[src/rtl/axi4_stream_fifo_pkg.sv]
// rtl/axi4_stream_fifo_pkg.sv - stored-word layout helpers for axi4_stream_fifo
package axi4_stream_fifo_pkg;

  function automatic int fifo_word_width(input int data_w, input int id_w,
                                         input int dest_w, input int user_w);
    return data_w + 2 * (data_w / 8) + 1 + id_w + dest_w + user_w;
  endfunction

  // tlast sits just above {tid, tdest, tuser} in the stored word
  function automatic int fifo_last_bit(input int id_w, input int dest_w, input int user_w);
    return id_w + dest_w + user_w;
  endfunction

  // Field order of a stored word, MSB first, shown at the default widths
  typedef struct packed {
    logic [31:0] tdata;
    logic [3:0]  tstrb;
    logic [3:0]  tkeep;
    logic        tlast;
    logic [7:0]  tid;
    logic [3:0]  tdest;
    logic [0:0]  tuser;
  } fifo_word_default_t;

endpackage

[src/rtl/axi4_stream_if.sv]
// rtl/axi4_stream_if.sv - AXI4-Stream link bundle with master/slave views
interface axi4_stream_if #(
  parameter int DATA_WIDTH = 32,
  parameter int ID_WIDTH   = 8,
  parameter int DEST_WIDTH = 4,
  parameter int USER_WIDTH = 1
);
  logic [DATA_WIDTH-1:0]   tdata;
  logic [DATA_WIDTH/8-1:0] tstrb;
  logic [DATA_WIDTH/8-1:0] tkeep;
  logic                    tlast;
  logic [ID_WIDTH-1:0]     tid;
  logic [DEST_WIDTH-1:0]   tdest;
  logic [USER_WIDTH-1:0]   tuser;
  logic                    tvalid;
  logic                    tready;

  modport master (output tdata, tstrb, tkeep, tlast, tid, tdest, tuser, tvalid, input tready);
  modport slave  (input tdata, tstrb, tkeep, tlast, tid, tdest, tuser, tvalid, output tready);
endinterface

[src/rtl/axi4_stream_fifo_ram.sv]
// rtl/axi4_stream_fifo_ram.sv - simple dual-port RAM, synchronous read, no reset
module axi4_stream_fifo_ram #(
  parameter int WIDTH = 8,
  parameter int DEPTH = 16
) (
  input  logic                     clk_i,
  input  logic                     wr_en_i,
  input  logic [$clog2(DEPTH)-1:0] wr_addr_i,
  input  logic [WIDTH-1:0]         wr_data_i,
  input  logic                     rd_en_i,
  input  logic [$clog2(DEPTH)-1:0] rd_addr_i,
  output logic [WIDTH-1:0]         rd_data_o
);
  logic [WIDTH-1:0] mem_q [DEPTH];
  logic [WIDTH-1:0] rd_data_q;

  // Read data holds until the next read, so it doubles as the in-flight slot
  always_ff @(posedge clk_i) begin
    if (wr_en_i) mem_q[wr_addr_i] <= wr_data_i;
    if (rd_en_i) rd_data_q <= mem_q[rd_addr_i];
  end

  assign rd_data_o = rd_data_q;
endmodule

[src/rtl/axi4_stream_fifo.sv]
// rtl/axi4_stream_fifo.sv - single-clock AXI4-Stream FIFO with show-ahead output register
// Define AXI4_STREAM_FIFO_PKT_EN to hold data back until a whole packet is stored.
module axi4_stream_fifo
  import axi4_stream_fifo_pkg::*;
#(
  parameter int DATA_WIDTH   = 32,
  parameter int ID_WIDTH     = 8,
  parameter int DEST_WIDTH   = 4,
  parameter int USER_WIDTH   = 1,
  parameter int WORDS_AMOUNT = 16
) (
  input  logic                          clk_i,
  input  logic                          rst_i,
  axi4_stream_if.slave                  pkt_i,
  axi4_stream_if.master                 pkt_o,
  output logic [$clog2(WORDS_AMOUNT):0] used_words_o,
  output logic                          full_o,
  output logic                          empty_o
);
  localparam int WW = fifo_word_width(DATA_WIDTH, ID_WIDTH, DEST_WIDTH, USER_WIDTH);
  localparam int AW = $clog2(WORDS_AMOUNT);
  localparam logic [AW:0] FULL_CNT = (AW+1)'(WORDS_AMOUNT);

  logic [AW-1:0] wr_ptr_q, rd_ptr_q;
  logic [AW:0]   used_q, used_d;
  logic          full_q, pend_q, pend_d, out_valid_q;
  logic [WW-1:0] out_word_q, wr_word, rd_word;
  logic          wr_en, rd_en, rd_allow, load_ok;

  assign pkt_i.tready = !full_q && !rst_i;
  assign wr_en   = pkt_i.tvalid && pkt_i.tready;
  assign wr_word = {pkt_i.tdata, pkt_i.tstrb, pkt_i.tkeep, pkt_i.tlast,
                    pkt_i.tid, pkt_i.tdest, pkt_i.tuser};
  assign load_ok = !out_valid_q || pkt_o.tready;
  // A new read may issue whenever the in-flight word moves out this cycle
  assign rd_en   = (used_q != '0) && rd_allow && (!pend_q || load_ok);
  assign pend_d  = rd_en || (pend_q && !load_ok);

  always_comb begin
    used_d = used_q;
    if (wr_en && !rd_en)      used_d = used_q + (AW+1)'(1);
    else if (!wr_en && rd_en) used_d = used_q - (AW+1)'(1);
  end

`ifdef AXI4_STREAM_FIFO_PKT_EN
  localparam int LAST_BIT = fifo_last_bit(ID_WIDTH, DEST_WIDTH, USER_WIDTH);
  logic [AW+1:0] pkt_cnt_q, pkt_cnt_d;
  logic          pkt_in, pkt_out;

  assign pkt_in  = wr_en && pkt_i.tlast;
  assign pkt_out = out_valid_q && pkt_o.tready && out_word_q[LAST_BIT];

  always_comb begin
    pkt_cnt_d = pkt_cnt_q;
    if (pkt_in && !pkt_out)      pkt_cnt_d = pkt_cnt_q + (AW+2)'(1);
    else if (!pkt_in && pkt_out) pkt_cnt_d = pkt_cnt_q - (AW+2)'(1);
  end

  always_ff @(posedge clk_i) begin
    if (rst_i) pkt_cnt_q <= '0;
    else       pkt_cnt_q <= pkt_cnt_d;
  end

  // full_q forces reads so a packet longer than the RAM cannot deadlock
  assign rd_allow = (pkt_cnt_q != '0) || full_q;
`else
  assign rd_allow = 1'b1;
`endif

  axi4_stream_fifo_ram #(
    .WIDTH (WW),
    .DEPTH (WORDS_AMOUNT)
  ) u_ram (
    .clk_i     (clk_i),
    .wr_en_i   (wr_en),
    .wr_addr_i (wr_ptr_q),
    .wr_data_i (wr_word),
    .rd_en_i   (rd_en),
    .rd_addr_i (rd_ptr_q),
    .rd_data_o (rd_word)
  );

  always_ff @(posedge clk_i) begin
    if (rst_i) begin
      wr_ptr_q    <= '0;
      rd_ptr_q    <= '0;
      used_q      <= '0;
      full_q      <= 1'b0;
      pend_q      <= 1'b0;
      out_valid_q <= 1'b0;
      out_word_q  <= '0;
    end else begin
      if (wr_en) wr_ptr_q <= wr_ptr_q + AW'(1);
      if (rd_en) rd_ptr_q <= rd_ptr_q + AW'(1);
      used_q <= used_d;
      full_q <= (used_d == FULL_CNT);
      pend_q <= pend_d;
      if (load_ok) begin
        out_valid_q <= pend_q;
        if (pend_q) out_word_q <= rd_word;
      end
    end
  end

  assign {pkt_o.tdata, pkt_o.tstrb, pkt_o.tkeep, pkt_o.tlast,
          pkt_o.tid, pkt_o.tdest, pkt_o.tuser} = out_word_q;
  assign pkt_o.tvalid  = out_valid_q;
  assign used_words_o  = used_q;
  assign full_o        = full_q;
  assign empty_o       = (used_q == '0) && !out_valid_q;
endmodule

[src/flat_wrapper.sv]
// flat-port wrapper written by rule: the top's interface ports become plain ports
module axi4_stream_fifo_flat import axi4_stream_fifo_pkg::*;
#(
  parameter int DATA_WIDTH   = 32,
  parameter int ID_WIDTH     = 8,
  parameter int DEST_WIDTH   = 4,
  parameter int USER_WIDTH   = 1,
  parameter int WORDS_AMOUNT = 16
)
  (clk_i, rst_i, used_words_o, full_o, empty_o, pkt_i_tdata, pkt_i_tstrb, pkt_i_tkeep, pkt_i_tlast, pkt_i_tid, pkt_i_tdest, pkt_i_tuser, pkt_i_tvalid, pkt_i_tready, pkt_o_tdata, pkt_o_tstrb, pkt_o_tkeep, pkt_o_tlast, pkt_o_tid, pkt_o_tdest, pkt_o_tuser, pkt_o_tvalid, pkt_o_tready);
  axi4_stream_if #(.DATA_WIDTH(DATA_WIDTH), .ID_WIDTH(ID_WIDTH), .DEST_WIDTH(DEST_WIDTH), .USER_WIDTH(USER_WIDTH)) pkt_i_i ();
  axi4_stream_if #(.DATA_WIDTH(DATA_WIDTH), .ID_WIDTH(ID_WIDTH), .DEST_WIDTH(DEST_WIDTH), .USER_WIDTH(USER_WIDTH)) pkt_o_i ();
  input  logic clk_i;
  input  logic rst_i;
  output logic [$clog2(WORDS_AMOUNT):0] used_words_o;
  output logic full_o;
  output logic empty_o;
  input wire logic [$bits(pkt_i_i.tdata)-1:0] pkt_i_tdata;
  input wire logic [$bits(pkt_i_i.tstrb)-1:0] pkt_i_tstrb;
  input wire logic [$bits(pkt_i_i.tkeep)-1:0] pkt_i_tkeep;
  input wire logic [$bits(pkt_i_i.tlast)-1:0] pkt_i_tlast;
  input wire logic [$bits(pkt_i_i.tid)-1:0] pkt_i_tid;
  input wire logic [$bits(pkt_i_i.tdest)-1:0] pkt_i_tdest;
  input wire logic [$bits(pkt_i_i.tuser)-1:0] pkt_i_tuser;
  input wire logic [$bits(pkt_i_i.tvalid)-1:0] pkt_i_tvalid;
  output wire logic [$bits(pkt_i_i.tready)-1:0] pkt_i_tready;
  output wire logic [$bits(pkt_o_i.tdata)-1:0] pkt_o_tdata;
  output wire logic [$bits(pkt_o_i.tstrb)-1:0] pkt_o_tstrb;
  output wire logic [$bits(pkt_o_i.tkeep)-1:0] pkt_o_tkeep;
  output wire logic [$bits(pkt_o_i.tlast)-1:0] pkt_o_tlast;
  output wire logic [$bits(pkt_o_i.tid)-1:0] pkt_o_tid;
  output wire logic [$bits(pkt_o_i.tdest)-1:0] pkt_o_tdest;
  output wire logic [$bits(pkt_o_i.tuser)-1:0] pkt_o_tuser;
  output wire logic [$bits(pkt_o_i.tvalid)-1:0] pkt_o_tvalid;
  input wire logic [$bits(pkt_o_i.tready)-1:0] pkt_o_tready;
  assign pkt_i_i.tdata = pkt_i_tdata;
  assign pkt_i_i.tstrb = pkt_i_tstrb;
  assign pkt_i_i.tkeep = pkt_i_tkeep;
  assign pkt_i_i.tlast = pkt_i_tlast;
  assign pkt_i_i.tid = pkt_i_tid;
  assign pkt_i_i.tdest = pkt_i_tdest;
  assign pkt_i_i.tuser = pkt_i_tuser;
  assign pkt_i_i.tvalid = pkt_i_tvalid;
  assign pkt_i_tready = pkt_i_i.tready;
  assign pkt_o_tdata = pkt_o_i.tdata;
  assign pkt_o_tstrb = pkt_o_i.tstrb;
  assign pkt_o_tkeep = pkt_o_i.tkeep;
  assign pkt_o_tlast = pkt_o_i.tlast;
  assign pkt_o_tid = pkt_o_i.tid;
  assign pkt_o_tdest = pkt_o_i.tdest;
  assign pkt_o_tuser = pkt_o_i.tuser;
  assign pkt_o_tvalid = pkt_o_i.tvalid;
  assign pkt_o_i.tready = pkt_o_tready;
  axi4_stream_fifo #(.DATA_WIDTH(DATA_WIDTH), .ID_WIDTH(ID_WIDTH), .DEST_WIDTH(DEST_WIDTH), .USER_WIDTH(USER_WIDTH), .WORDS_AMOUNT(WORDS_AMOUNT)) u_core (.clk_i(clk_i), .rst_i(rst_i), .pkt_i(pkt_i_i), .pkt_o(pkt_o_i), .used_words_o(used_words_o), .full_o(full_o), .empty_o(empty_o));
endmodule
[config.mk]
export PLATFORM = sky130hd
export DESIGN_NAME = axi4_stream_fifo_flat
export DESIGN_NICKNAME = d
export VERILOG_FILES = /design/src/rtl/axi4_stream_fifo_pkg.sv /design/src/rtl/axi4_stream_if.sv /design/src/rtl/axi4_stream_fifo_ram.sv /design/src/rtl/axi4_stream_fifo.sv /design/src/flat_wrapper.sv
export SDC_FILE = /design/constraint.sdc
export NUM_CORES = 1
export LEC_CHECK = 0
export CAP_MARGIN = 30
export CORE_ASPECT_RATIO = 1.4
export CORE_MARGIN = 2
export CORE_UTILIZATION = 45
export CTS_CLUSTER_DIAMETER = 80
export DETAILED_ROUTE_END_ITERATION = 10
export REMOVE_ABC_BUFFERS = 1
export SLEW_MARGIN = 0
export SYNTH_ARGS = -nofsm -noshare
export SYNTH_HDL_FRONTEND = slang
export SYNTH_SLANG_ARGS = --single-unit
[constraint.sdc]
create_clock -name clk_i -period 19.4 [get_ports clk_i]
set_input_delay 3.88 -clock clk_i [delete_from_list [all_inputs] [get_ports clk_i]]
set_output_delay 3.88 -clock clk_i [all_outputs]
set_load 0.01 [all_outputs]
Word-level counts from Yosys, hierarchy flattened
Memories as Yosys holds them, arrays and structs flattened. A register that Yosys moved wholly into a read port is not among the register bits.
Index checks and enable logic that the tools add are counted.

operators by class
  add/sub/neg operators = 4
  equal/unequal tests = 1
  multiplexer cells = 4
  reductions and logical operators = 20

operators by type and width
  kind                                               number
  two-way mux 5 bit                                  2
  adder 4 x 1 -> 4 bit (second input constant)       2
  logical AND 1 bit                                  7
  logical NOT 1 bit                                  7
  adder 5 x 1 -> 5 bit (second input constant)       1
  equality test 5 bit (second input constant)        1
  logical NOT 5 bit                                  1
  nonzero test 5 bit                                 1
  subtractor 5 x 1 -> 5 bit (second input constant)  1
  logical OR 1 bit                                   3
  two-way mux 1 bit                                  2
  AND reduction 2 bit                                1

storage, ports and cells
  flip-flop bits (word level) = 70
  bits in writable memories = 864
  output and inout bits = 63
  logic and storage cells = 37
  memories = 1

memories
  name                depth  bits a word  read ports  clocked after Yosys merged registers in  wr ports  line                        source
  u_core.u_ram.mem_q  16     54           1           1                                        1         axi4_stream_fifo_ram.sv:14  logic [WIDTH-1:0] mem_q [DEPTH];

Longest topological paths before layout
  depth after elaboration = 8
  gate-level depth with buffers = 7
  depth with buffers taken out = 7

Cells and area by module
A second synthesis with hierarchy kept.

unflattened totals
  cells, all modules = 1720
  area total of the unflattened synthesis = 36667.7 um^2

by module, submodules not included
  module                times used  cells each  area each (um^2)
  axi4_stream_fifo_ram  1           1394        33976.3
  axi4_stream_fifo      1           326         2691.3

Worst setup path before layout
Ideal clock, no wire load.

  path kind = input -> register
  from = input port rst_i
  to = memory u_core.u_ram.mem_q[3][0] (netlist bit), enable pin
  arrival = 8559 ps
  required time = 18868 ps
  slack = 10309 ps
  stages on the path = 5
  buffers on the path = 2
  cell sequence = clkbuf_1 nor3b_2 clkbuf_1 nand2_1 nor3_1

on the way
  cells in the longest elaborated chain, start to end = 5

ends and longest elaborated chain
  element                                  line                        source
  start, declared                          flat_wrapper.sv:14          input logic rst_i;
  logical NOT 1 bit                        axi4_stream_fifo.sv:30      assign pkt_i.tready = !full_q && !rst_i;
  logical AND 1 bit                        axi4_stream_fifo.sv:30
  logical AND 1 bit                        axi4_stream_fifo.sv:31      assign wr_en = pkt_i.tvalid && pkt_i.tready;
  two-way mux 1 bit                        axi4_stream_fifo_ram.sv:19  if (wr_en_i) mem_q[wr_addr_i] <= wr_data_i;
  two-way mux 1 bit (implied by the code)  axi4_stream_fifo_ram.sv:19
  end, declared                            axi4_stream_fifo_ram.sv:14

Every way passes these cells.

Final worst setup path
  from = input port rst_i
  to = output port pkt_i_tready

on the way
  cells in the longest elaborated chain, start to end = 2

ends and longest elaborated chain
  element            line                    source
  logical NOT 1 bit  axi4_stream_fifo.sv:30
  logical AND 1 bit  axi4_stream_fifo.sv:30
  end, declared      flat_wrapper.sv:26      output wire logic [$bits(pkt_i_i.tready)-1:0] pkt_i_tready;

Every way passes these cells.

==> results.cfg <==
[outcome]
status = complete, no violations

[critical_path]
cp_slowest_stage_delay_ns = 0.54
start_kind = input pin
worst_path_max_delay_cell = clkdlybuf4s50_1
crit_type = in2out
critical_path_peak_fanout = 4
cp-end-kind = output pin
cp.arrival_ns = 4.65
cp_cell_sequence = buf_4 > nor2_1 > clkdlybuf4s50_1
ff2ff_path_depth = 8
required_ns = 15.52

[cts]
clock_latency_ns = 0.64
root_buffer = clkbuf_16
cts_resized = 0
cts_tree = yes
clock_sinks = 988
clk_path_buf_depth = 3
postCtsSetupBuffers = 0
htree_num_levels = 3
ctsHoldBuffers = 0
cts_buffers = 91
path_clk_slew_ns = 0.06

[pwr]
ir_drop_mv = 0.1254
leakage_nw = 12.98
power_density_nw_per_um2 = 125.9

[global_routing]
overflow = 0
grt_max_degree = 71
antenna_found_initial = 2
track_usage_pct = 19.11
grt_pass1_wl_um = 116800
grt_pass1_vias = 17690

[die]
initial_core_util_pct = 45.52
rows = 123
fp.dieW_um = 245.4
die_h_um = 341.9
io_pins = 121
core-area_um2 = 80640
dieArea_um2 = 83900

[synth]
async_reset_ff_share_pct = 0
ys_seq_area_share_pct = 78.92
synth_area_per_cell_um2 = 22.91
ys_types = 38
ys.flop_type = edfxtp_1
synth_edf_count = 918
synthCells = 1602
ys_ff_latch = 988
syn_area_um2 = 36710
ys_warn_count = 0

[layout]
areaGrowthSynthToFinish_pct = 15.73
register_area_um2 = 28980
n_antenna_cell = 0
final_nets = 1845
layout-drive-gt1-share_pct = 25.26
stdcell_area_um2 = 42480
nFillCells = 6222
multi_input_area_um2 = 7481

[place]
port_buffers = 120
hpwl_um = 44150
placed_cell_area_um2 = 39510
place_congestion = 0.7158

[run]
maxCapViolCount = 0

[timing]
fin_worst_skew_ns = 0.02337
min_period_ns = 8.530
fin_tns_setup_ns = 0
min_period_over_period_pct = 43.97
slew_headroom_pct = 35.28
fmax_ghz = 0.1172
hold_violations = 0
tightest_slew_ns = 0.9708
slew_viol_final = 0
setup_violations = 0
rsz0062_at_grt = no

[min_path]
whs_path_depth = 2
hold_path.class = reg2reg

[drt]
initialDrtViolationCount = 1317
drcViolationCount = 0
ant_nets = 0
vias_per_cell = 5.659
wirelength_um = 78350
via_count = 16500
drt_pass1_iterations = 5
wire_per_inst_um = 26.88
## metal layers
metal  routed length [µm]  vias up  track usage, %
li1                     -     7031               -
met1                31180     8961           24.56
met2                42490      399           34.07
met3                 3115      100           2.459
met4                 1544        4           5.644
met5                   23        -               0
## path summary, 6_finish.rpt
check | startpoint | end | slack (ns)
min reg2reg | u_core.out_word_q[34]$_SDFFE_PP0P_ | u_core.out_word_q[34]$_SDFFE_PP0P_ | 0.45
max | rst_i | pkt_i_tready | 10.87
max reg2reg | u_core.rd_ptr_q[0]$_SDFFE_PP0P_ | u_core.u_ram.rd_data_o[31]$_DFFE_PP_ | 15.09
min | u_core.out_word_q[34]$_SDFFE_PP0P_ | u_core.out_word_q[34]$_SDFFE_PP0P_ | 0.45
## state kept, by name (all words and copies together) (netlist names)
signal / cells
u_core.pkt_o.tvalid: 1
u_core.u_ram.mem_q: 864
u_core.wr_ptr_q: 4
u_core.full_o: 1
u_core.used_words_o: 5
u_core.rd_ptr_q: 4
u_core.pend_q: 1
u_core.u_ram.rd_data_o: 54
u_core.out_word_q: 54
## cell type report
type,count,area share [%]
tap,1062,3.128
inverter,5,0.04418
sequential,988,68.22
multi-input combinational,526,17.61
clock buffer,129,6.011
timing repair buffer,168,4.229
clock inverter,37,0.7540
## cells in the final DEF (no fill, tap or decap), drive strengths merged, types with 3 or more instances in the layout
cell type / Yosys / final
edfxtp: 918 / 918
mux4: 270 / 270
clkbuf: 43 / 129
clkdlybuf4s50: 0 / 119
nand2: 118 / 118
dfxtp: 70 / 70
a21oi: 56 / 56
buf: 40 / 49
nor2: 29 / 29
clkinv: 0 / 29
ha: 7 / 7
xor2: 6 / 6
inv: 5 / 6
bufinv: 0 / 5
nor3: 5 / 5
xnor2: 4 / 4
nand4: 4 / 4
nor2b: 3 / 3
nand2b: 3 / 3
o21ai: 3 / 3
## per-stage QoR
stage          setup slack [ns]  utilization, %  power [W]  instances  hold WS (ns)
2_1_floorplan             9.108               -   0.003527       1519        0.4499
3_3_place_gp              10.85           48.70   0.003668       2736        0.4420
3_5_place_dp              10.85           48.99   0.003695       2745        0.4462
4_1_cts                   10.85           52.55   0.005424       2911        0.4555
5_1_grt                   10.84           52.68   0.005566       2915        0.4726
6_report                  10.87           52.68   0.005350       2915        0.4522
## cell families (layout without fill, tap and decap cells)
group	count (synthesis)	in the layout	share of synthesized area, %
and+or+nand+nor	173	173	2.028
DFF	988	988	78.92
AOI/OAI and AO/OA	65	65	0.9408
adders and majority gates	7	7	0.2386
muxes	271	271	16.59
xor gates and xnor gates	10	10	0.2386
buffers and inverters	88	339	1.043
## synthesized netlist by cell type (all sizes together) (2+ instances only)
library cell / n / area (µm²)
nor3: 5 / 25.02
mux4: 270 / 6081
xor2: 6 / 52.55
o21ai: 3 / 15.01
xnor2: 4 / 35.03
edfxtp: 918 / 27570
dfxtp: 70 / 1401
ha: 7 / 87.58
buf: 40 / 202.7
nor2: 29 / 111.4
clkbuf: 43 / 161.4
nor2b: 3 / 18.77
nand2: 118 / 442.9
nand2b: 3 / 18.77
inv: 5 / 18.77
nand4: 4 / 25.02
nor4b: 2 / 32.53
nand3: 2 / 10.01
a21oi: 56 / 280.3
## power by group
part	leakage, nW	switching, W	total [W]	internal [W]
clock	1.40	0.000745	0.00173	0.000983
sequential	8.89	0.0000750	0.00255	0.00248
combinational	2.68	0.000528	0.00107	0.000542
## critical path: cells and delay by family
family / cells / cell delay, ns
simple gates: 1 / 0.10
buf+inv: 2 / 0.68
(Power assumes the default switching activity.)
